## src/rtl/serializer_pkg.sv

```systemverilog
// Shared types and constants for the framed serial transmitter.
// Frame on the line: 4-bit header, BYTES_PER_FRAME bytes MSB first, then forced-zero gap.
package serializer_pkg;

    typedef enum logic [1:0] {
        StIdle,
        StHdr,
        StData,
        StGap
    } ser_state_e;

    localparam logic [3:0]  HEADER   = 4'b1010;
    localparam int unsigned HDR_BITS = 4;

    localparam int unsigned DefBytesPerFrame = 4;
    localparam int unsigned DefGapBits       = 2;
    localparam int unsigned DefFifoDepth     = 4;

    // Header is sent MSB first; idx 0 is the first bit on the line.
    function automatic logic header_bit(input logic [1:0] idx);
        return HEADER[2'd3 - idx];
    endfunction

endpackage

```

## src/rtl/byte_fifo.sv

```systemverilog
// Synchronous byte FIFO with occupancy count; no pass-through when full.
// Pushes while full and pops while empty are ignored.
module byte_fifo #(
    parameter int unsigned Depth = 4,
    localparam int unsigned CntW = $clog2(Depth + 1)
) (
    input  logic            clk_i,
    input  logic            rst_ni,
    input  logic            push_i,
    input  logic [7:0]      data_i,
    input  logic            pop_i,
    output logic [7:0]      data_o,
    output logic            full_o,
    output logic            empty_o,
    output logic [CntW-1:0] count_o
);

    localparam int unsigned PtrW = (Depth > 1) ? $clog2(Depth) : 1;

    logic [7:0]      mem_q [Depth];
    logic [PtrW-1:0] wr_ptr_q, wr_ptr_d;
    logic [PtrW-1:0] rd_ptr_q, rd_ptr_d;
    logic [CntW-1:0] count_q, count_d;
    logic            do_push, do_pop;

    function automatic logic [PtrW-1:0] ptr_inc(input logic [PtrW-1:0] ptr);
        return (ptr == PtrW'(Depth - 1)) ? '0 : ptr + PtrW'(1);
    endfunction

    assign full_o  = (count_q == CntW'(Depth));
    assign empty_o = (count_q == '0);
    assign count_o = count_q;
    assign data_o  = mem_q[rd_ptr_q];

    assign do_push = push_i & ~full_o;
    assign do_pop  = pop_i & ~empty_o;

    always_comb begin
        wr_ptr_d = do_push ? ptr_inc(wr_ptr_q) : wr_ptr_q;
        rd_ptr_d = do_pop ? ptr_inc(rd_ptr_q) : rd_ptr_q;
        count_d  = count_q;
        unique case ({do_push, do_pop})
            2'b10:   count_d = count_q + CntW'(1);
            2'b01:   count_d = count_q - CntW'(1);
            default: count_d = count_q;
        endcase
    end

    always_ff @(posedge clk_i) begin
        if (!rst_ni) begin
            wr_ptr_q <= '0;
            rd_ptr_q <= '0;
            count_q  <= '0;
        end else begin
            wr_ptr_q <= wr_ptr_d;
            rd_ptr_q <= rd_ptr_d;
            count_q  <= count_d;
        end
    end

    // Storage needs no reset; occupancy alone defines what is valid.
    always_ff @(posedge clk_i) begin
        if (do_push) begin
            mem_q[wr_ptr_q] <= data_i;
        end
    end

endmodule

```

## src/rtl/serializer.sv

```systemverilog
// Framed byte-to-bit serializer: buffers bytes, then sends header, payload and gap.
// state_q names the phase of the bit currently on data_out; next-state logic picks the next bit.
module serializer
    import serializer_pkg::*;
#(
    parameter int unsigned BYTES_PER_FRAME = DefBytesPerFrame,
    parameter int unsigned GAP_BITS        = DefGapBits,
    parameter int unsigned FIFO_DEPTH      = DefFifoDepth
) (
    input  logic       t_clk,
    input  logic       rst_n,
    input  logic [7:0] byte_in,
    input  logic       byte_valid,
    output logic       byte_ready,
    output logic       data_out,
    output logic       busy,
    output logic       frame_done
);

    localparam int unsigned ByteIdxW = $clog2(BYTES_PER_FRAME) + 1;
    localparam int unsigned CntW     = $clog2(FIFO_DEPTH + 1);

    ser_state_e          state_q, state_d;
    logic [2:0]          bit_cnt_q, bit_cnt_d;
    logic [ByteIdxW-1:0] byte_idx_q, byte_idx_d;
    logic [3:0]          gap_cnt_q, gap_cnt_d;
    logic [7:0]          shift_q, shift_d;
    logic                data_out_q, data_out_d;
    logic                frame_done_q, frame_done_d;

    logic [7:0]      fifo_rdata;
    logic            fifo_full, fifo_empty;
    logic [CntW-1:0] fifo_count;
    logic            push, pop;
    logic            frame_ready, last_byte;

    assign byte_ready  = ~fifo_full;
    assign push        = byte_valid & ~fifo_full;
    assign frame_ready = (fifo_count >= CntW'(BYTES_PER_FRAME));
    assign last_byte   = (byte_idx_q == ByteIdxW'(BYTES_PER_FRAME - 1));

    byte_fifo #(
        .Depth (FIFO_DEPTH)
    ) u_fifo (
        .clk_i   (t_clk),
        .rst_ni  (rst_n),
        .push_i  (push),
        .data_i  (byte_in),
        .pop_i   (pop & ~fifo_empty),
        .data_o  (fifo_rdata),
        .full_o  (fifo_full),
        .empty_o (fifo_empty),
        .count_o (fifo_count)
    );

    always_comb begin
        state_d      = state_q;
        bit_cnt_d    = bit_cnt_q;
        byte_idx_d   = byte_idx_q;
        gap_cnt_d    = gap_cnt_q;
        shift_d      = shift_q;
        data_out_d   = 1'b0;
        frame_done_d = 1'b0;
        pop          = 1'b0;

        unique case (state_q)
            StIdle: begin
                if (frame_ready) begin
                    state_d    = StHdr;
                    bit_cnt_d  = '0;
                    data_out_d = header_bit(2'd0);
                end
            end

            StHdr: begin
                if (bit_cnt_q == 3'(HDR_BITS - 1)) begin
                    // Byte leaves the FIFO on the same edge its MSB reaches the line.
                    state_d    = StData;
                    pop        = 1'b1;
                    data_out_d = fifo_rdata[7];
                    shift_d    = {fifo_rdata[6:0], 1'b0};
                    bit_cnt_d  = '0;
                    byte_idx_d = '0;
                end else begin
                    bit_cnt_d  = bit_cnt_q + 3'd1;
                    data_out_d = header_bit(bit_cnt_q[1:0] + 2'd1);
                end
            end

            StData: begin
                if (bit_cnt_q == 3'd7) begin
                    bit_cnt_d = '0;
                    if (last_byte) begin
                        state_d    = StGap;
                        byte_idx_d = '0;
                        gap_cnt_d  = '0;
                    end else begin
                        pop        = 1'b1;
                        data_out_d = fifo_rdata[7];
                        shift_d    = {fifo_rdata[6:0], 1'b0};
                        byte_idx_d = byte_idx_q + ByteIdxW'(1);
                    end
                end else begin
                    data_out_d   = shift_q[7];
                    shift_d      = {shift_q[6:0], 1'b0};
                    bit_cnt_d    = bit_cnt_q + 3'd1;
                    frame_done_d = last_byte && (bit_cnt_q == 3'd6);
                end
            end

            StGap: begin
                if (gap_cnt_q == 4'(GAP_BITS - 1)) begin
                    gap_cnt_d = '0;
                    // Chain straight into the next header when a full frame is waiting.
                    if (frame_ready) begin
                        state_d    = StHdr;
                        bit_cnt_d  = '0;
                        data_out_d = header_bit(2'd0);
                    end else begin
                        state_d = StIdle;
                    end
                end else begin
                    gap_cnt_d = gap_cnt_q + 4'd1;
                end
            end

            default: state_d = StIdle;
        endcase
    end

    always_ff @(posedge t_clk) begin
        if (!rst_n) begin
            state_q      <= StIdle;
            bit_cnt_q    <= '0;
            byte_idx_q   <= '0;
            gap_cnt_q    <= '0;
            shift_q      <= '0;
            data_out_q   <= 1'b0;
            frame_done_q <= 1'b0;
        end else begin
            state_q      <= state_d;
            bit_cnt_q    <= bit_cnt_d;
            byte_idx_q   <= byte_idx_d;
            gap_cnt_q    <= gap_cnt_d;
            shift_q      <= shift_d;
            data_out_q   <= data_out_d;
            frame_done_q <= frame_done_d;
        end
    end

    assign data_out   = data_out_q;
    assign frame_done = frame_done_q;
    assign busy       = (state_q != StIdle);

endmodule

```

## config.mk

```make
export PLATFORM = sky130hd
export DESIGN_NAME = serializer
export DESIGN_NICKNAME = d
export VERILOG_FILES = /design/src/rtl/serializer_pkg.sv /design/src/rtl/byte_fifo.sv /design/src/rtl/serializer.sv
export SDC_FILE = /design/constraint.sdc
export NUM_CORES = 1
export LEC_CHECK = 0
export BUFFER_PORTS_ARGS = -buffer_cell sky130_fd_sc_hd__buf_2
export CAP_MARGIN = 30
export CORE_MARGIN = 2
export CORE_UTILIZATION = 50
export CTS_BUF_LIST = sky130_fd_sc_hd__clkbuf_4
export CTS_CLUSTER_DIAMETER = 30
export DETAILED_ROUTE_END_ITERATION = 7
export PLACE_DENSITY = 0.79
export SYNTH_ARGS = -nofsm -noshare
export SYNTH_HDL_FRONTEND = slang
export SYNTH_SLANG_ARGS = --single-unit
```

## constraint.sdc

```tcl
create_clock -name t_clk -period 2.4 [get_ports t_clk]
set_clock_uncertainty 0.05 [all_clocks]
set_input_delay 0.24 -clock t_clk [delete_from_list [all_inputs] [get_ports t_clk]]
set_output_delay 0.24 -clock t_clk [all_outputs]
set_load 0.005 [all_outputs]
```

==> metrics <==
outcome=finished, final reports clean; DRC=0; Synth Cell Area=2900 um^2; vias per cell=~5.6; Congestion Overflow GR=0; CTS tree=yes; Clock Pin Slew Worst Setup and Hold Paths=100 ps; Synth area leaders=edfxtp_1 (33%), dfxtp_1 (21%), ha_1 (8.2%), mux4_2 (6.2%), a311oi_2 (3.1%); net switching power=0.643 mW; total global routing track utilization=about 18%; switching part of the total=27.8%; final WL=5.38 mm; vias in the first global route=1800; Crit. End Element=flop; Placement Setup Slack=-33.9 ps; Vias=1934; #FFs+latches synth=62; Logic pwr share=between 10% and 20%; Yosys top cell by area=edfxtp_1; 1st-iter DRT viols=139; worst path required time=approximately 2700 ps; MaxCap Viol Count=0; CP most frequent cell=ha_2; Final setup viols=0; PD cells=684 nW/um^2; type of origin of the critical path=flop; Post-synth ARST share=0%; worst-path cell chain=ha_4 > ha_2 > a32oi_2 > nor2_2 > ha_2 > inv_1 > fa_1 > xor2_1 > or3_1 > a21oi_1; top post-synthesis cells by count=edfxtp_1 (32), dfxtp_1 (30), nand2_1 (20); H-tree depth=3; final worst-path cycle share=a little over nine tenths; Final nets=302; top-count cell post-synth=edfxtp_1; total chip power=2.31 mW; Area Overhead vs Synth=16.7%; clk buf depth=2; routed len/inst=15.4 um; maximum VDD drop=528 uV; Core Region=5540 um^2; Placed Instances=321; CP Class=flop to flop; global-route wire length before repair=approximately 8.5 mm; DR pass1 iterations=4; Final Hold Fails=0; Max FO, Critical Path=3; die width=80.2 um; Yosys top cell area share=33.1%; average cell area after synthesis=~12 um^2; final critical-path required period=approximately 2300 ps; setup ws final=91.0 ps; Cell Rows=27; relative slew slack=between 60% and 70%; Syn Nets=267; fin cells=348; Hold WC Path Type=input port to flop; Port Buf Inserts=14; layout cell share with drive strength beyond 1=27.5%; # IOs=15; clock share of power=31.1%; multi-input logic area=1290 um^2; Die Y=80.2 um; HPWL Detailed=approximately 3.5 mm; Root Driver=clkbuf_4; DIE AREA=6430 um^2; CTS Buf Count=9; initial core utilization=a little over half; antenna violations before repair=0; Final GP Congestion=around 0.85; max-slew violation count=0; Post-synth EDFFs=32; diode count=0; Synth Flop Type=edfxtp_1; static leakage=1.22 nW; slew of the pin with the lowest slew margin=approximately 520 ps; largest net degree at the start of global routing=20; Sink Count=62; post-synth cell types=49; synth warn=0; share of power burned in registers=52.4%; worst skew pair latency=between 400 and 500 ps; ANT nets after route=0; max incr delay on CP=380 ps; total internal power=1.67 mW; Seq/Total Area, Yosys=~54%; # fillers=426; Max Clk Rate=433 MHz; CP max-delay cell=dfxtp_2; crit path DAT=2600 ps; Reg area=1570 um^2; Mapped Cells=approximately 240
through the flow:
step / hold WS, ps / TNS [ps] / utilization [%] / cell area (um^2)
floorplan: 289 / 0 / - / 2910
global placement: 393 / 0 / 55.7 / 3090
detailed placement: 396 / -33.9 / 55.7 / 3090
CTS: 98.5 / 0 / 60.0 / 3320
global route: 103 / -5.16 / 61.1 / 3390
finish: 124 / 0 / 61.1 / 3390
cells by family after synthesis:
logic type | Yosys count | synth area share (%)
muxes | 11 | 7.29
buffers and inverters | 25 | 3.84
adders and majority gates | 20 | 8.89
DFF | 62 | 53.8
xor gates and xnor gates | 4 | 1.21
AOI/OAI and AO/OA | 47 | 12.4
and+or+nand+nor | 67 | 12.6
final cells by class:
cell class | instances | area share, %
Multi-Input combinational cell | 149 | 38.2
Inverter | 15 | 1.66
Sequential cell | 62 | 46.3
Clock buffer | 9 | 2.00
Tap cell | 72 | 2.66
Timing Repair Buffer | 34 | 7.10
Clock inverter | 7 | 2.14
layer usage:
metal	share of wire [%]	vias up	GRT usage [%]	routed length [um]
met4	1.8	0	7.12	96
met3	4.3	9	6.07	231
li1	-	941	-	-
met1	45	941	22.5	2420
met2	49	43	28.3	2630
met5	0	-	0	0
state kept, by name, summed over array words and instances (netlist names), named ones only:
| register | count |
|---|---|
| bit_cnt_q | 3 |
| byte_idx_q | 3 |
| data_out | 1 |
| frame_done | 1 |
| gap_cnt_q | 4 |
| shift_q | 7 |
| state_q | 2 |
| u_fifo.count_o | 3 |
| u_fifo.mem_q | 32 |
| u_fifo.rd_ptr_q | 2 |
| u_fifo.wr_ptr_q | 2 |
path summary, 6_finish.rpt:
check | slack, ps | depth (start not counted) | startpoint | endpoint
worst max-delay path | 90 | 10 | bit_cnt_q[1] | u_fifo.count_o[2]
worst min-delay path | 120 | 2 | rst_n | shift_q[1]
worst max register to register | 90 | 10 | bit_cnt_q[1] | u_fifo.count_o[2]
worst min register to register | 410 | 1 | byte_idx_q[2] | byte_idx_q[2]
critical path, delay by kind of cell (launching register included):
kind            cells  cell delay [ps]
xor+xnor            1              150
fa+ha+maj           4              900
flops               1              380
simple gates        2              440
buf+inv             1               50
compound gates      2              270
repair_timing:
| item | 4_1_cts | 5_1_grt |
|---|---|---|
| endpoints found under the hold margin | 32 | 0 |
| hold buffers | 8 | 0 |
| setup endpoints to repair | 1 | 1 |
| pin swaps | 2 | 3 |
| gates resized for setup | 7 | 8 |
| setup buffers | 0 | 3 |
placed cells by master, fill, tap and decap left out, types with 2 or more instances in the layout:
cell type	n
a311oi_2	6
edfxtp_1	32
nor2_1	10
a21oi_1	17
mux4_2	8
xor2_1	4
nand2_1	19
dfxtp_1	26
buf_2	14
clkinv_4	2
and3_1	4
inv_2	2
o21ai_0	7
inv_1	13
nor2b_1	3
or3_1	3
buf_4	12
nand3_1	4
dlygate4sd3_1	8
clkinv_1	2
nor3_1	2
o21ai_1	3
and2_1	4
ha_1	13
nor3b_1	3
nand4_1	2
or3b_4	2
clkbuf_4	9
inv_6	2
nand2b_1	3
dfxtp_2	4
mux2i_1	2
ha_2	3
ha_4	3
power groups by stage:
stage,sequential [mW],clock (mW),combinational (mW)
2_1_floorplan,1.23,0,0.274
3_3_place_gp,1.23,0,0.343
3_5_place_dp,1.24,0,0.351
4_1_cts,1.21,0.736,0.363
5_1_grt,1.22,0.787,0.417
6_report,1.21,0.719,0.382
(Power assumes the default switching activity.)
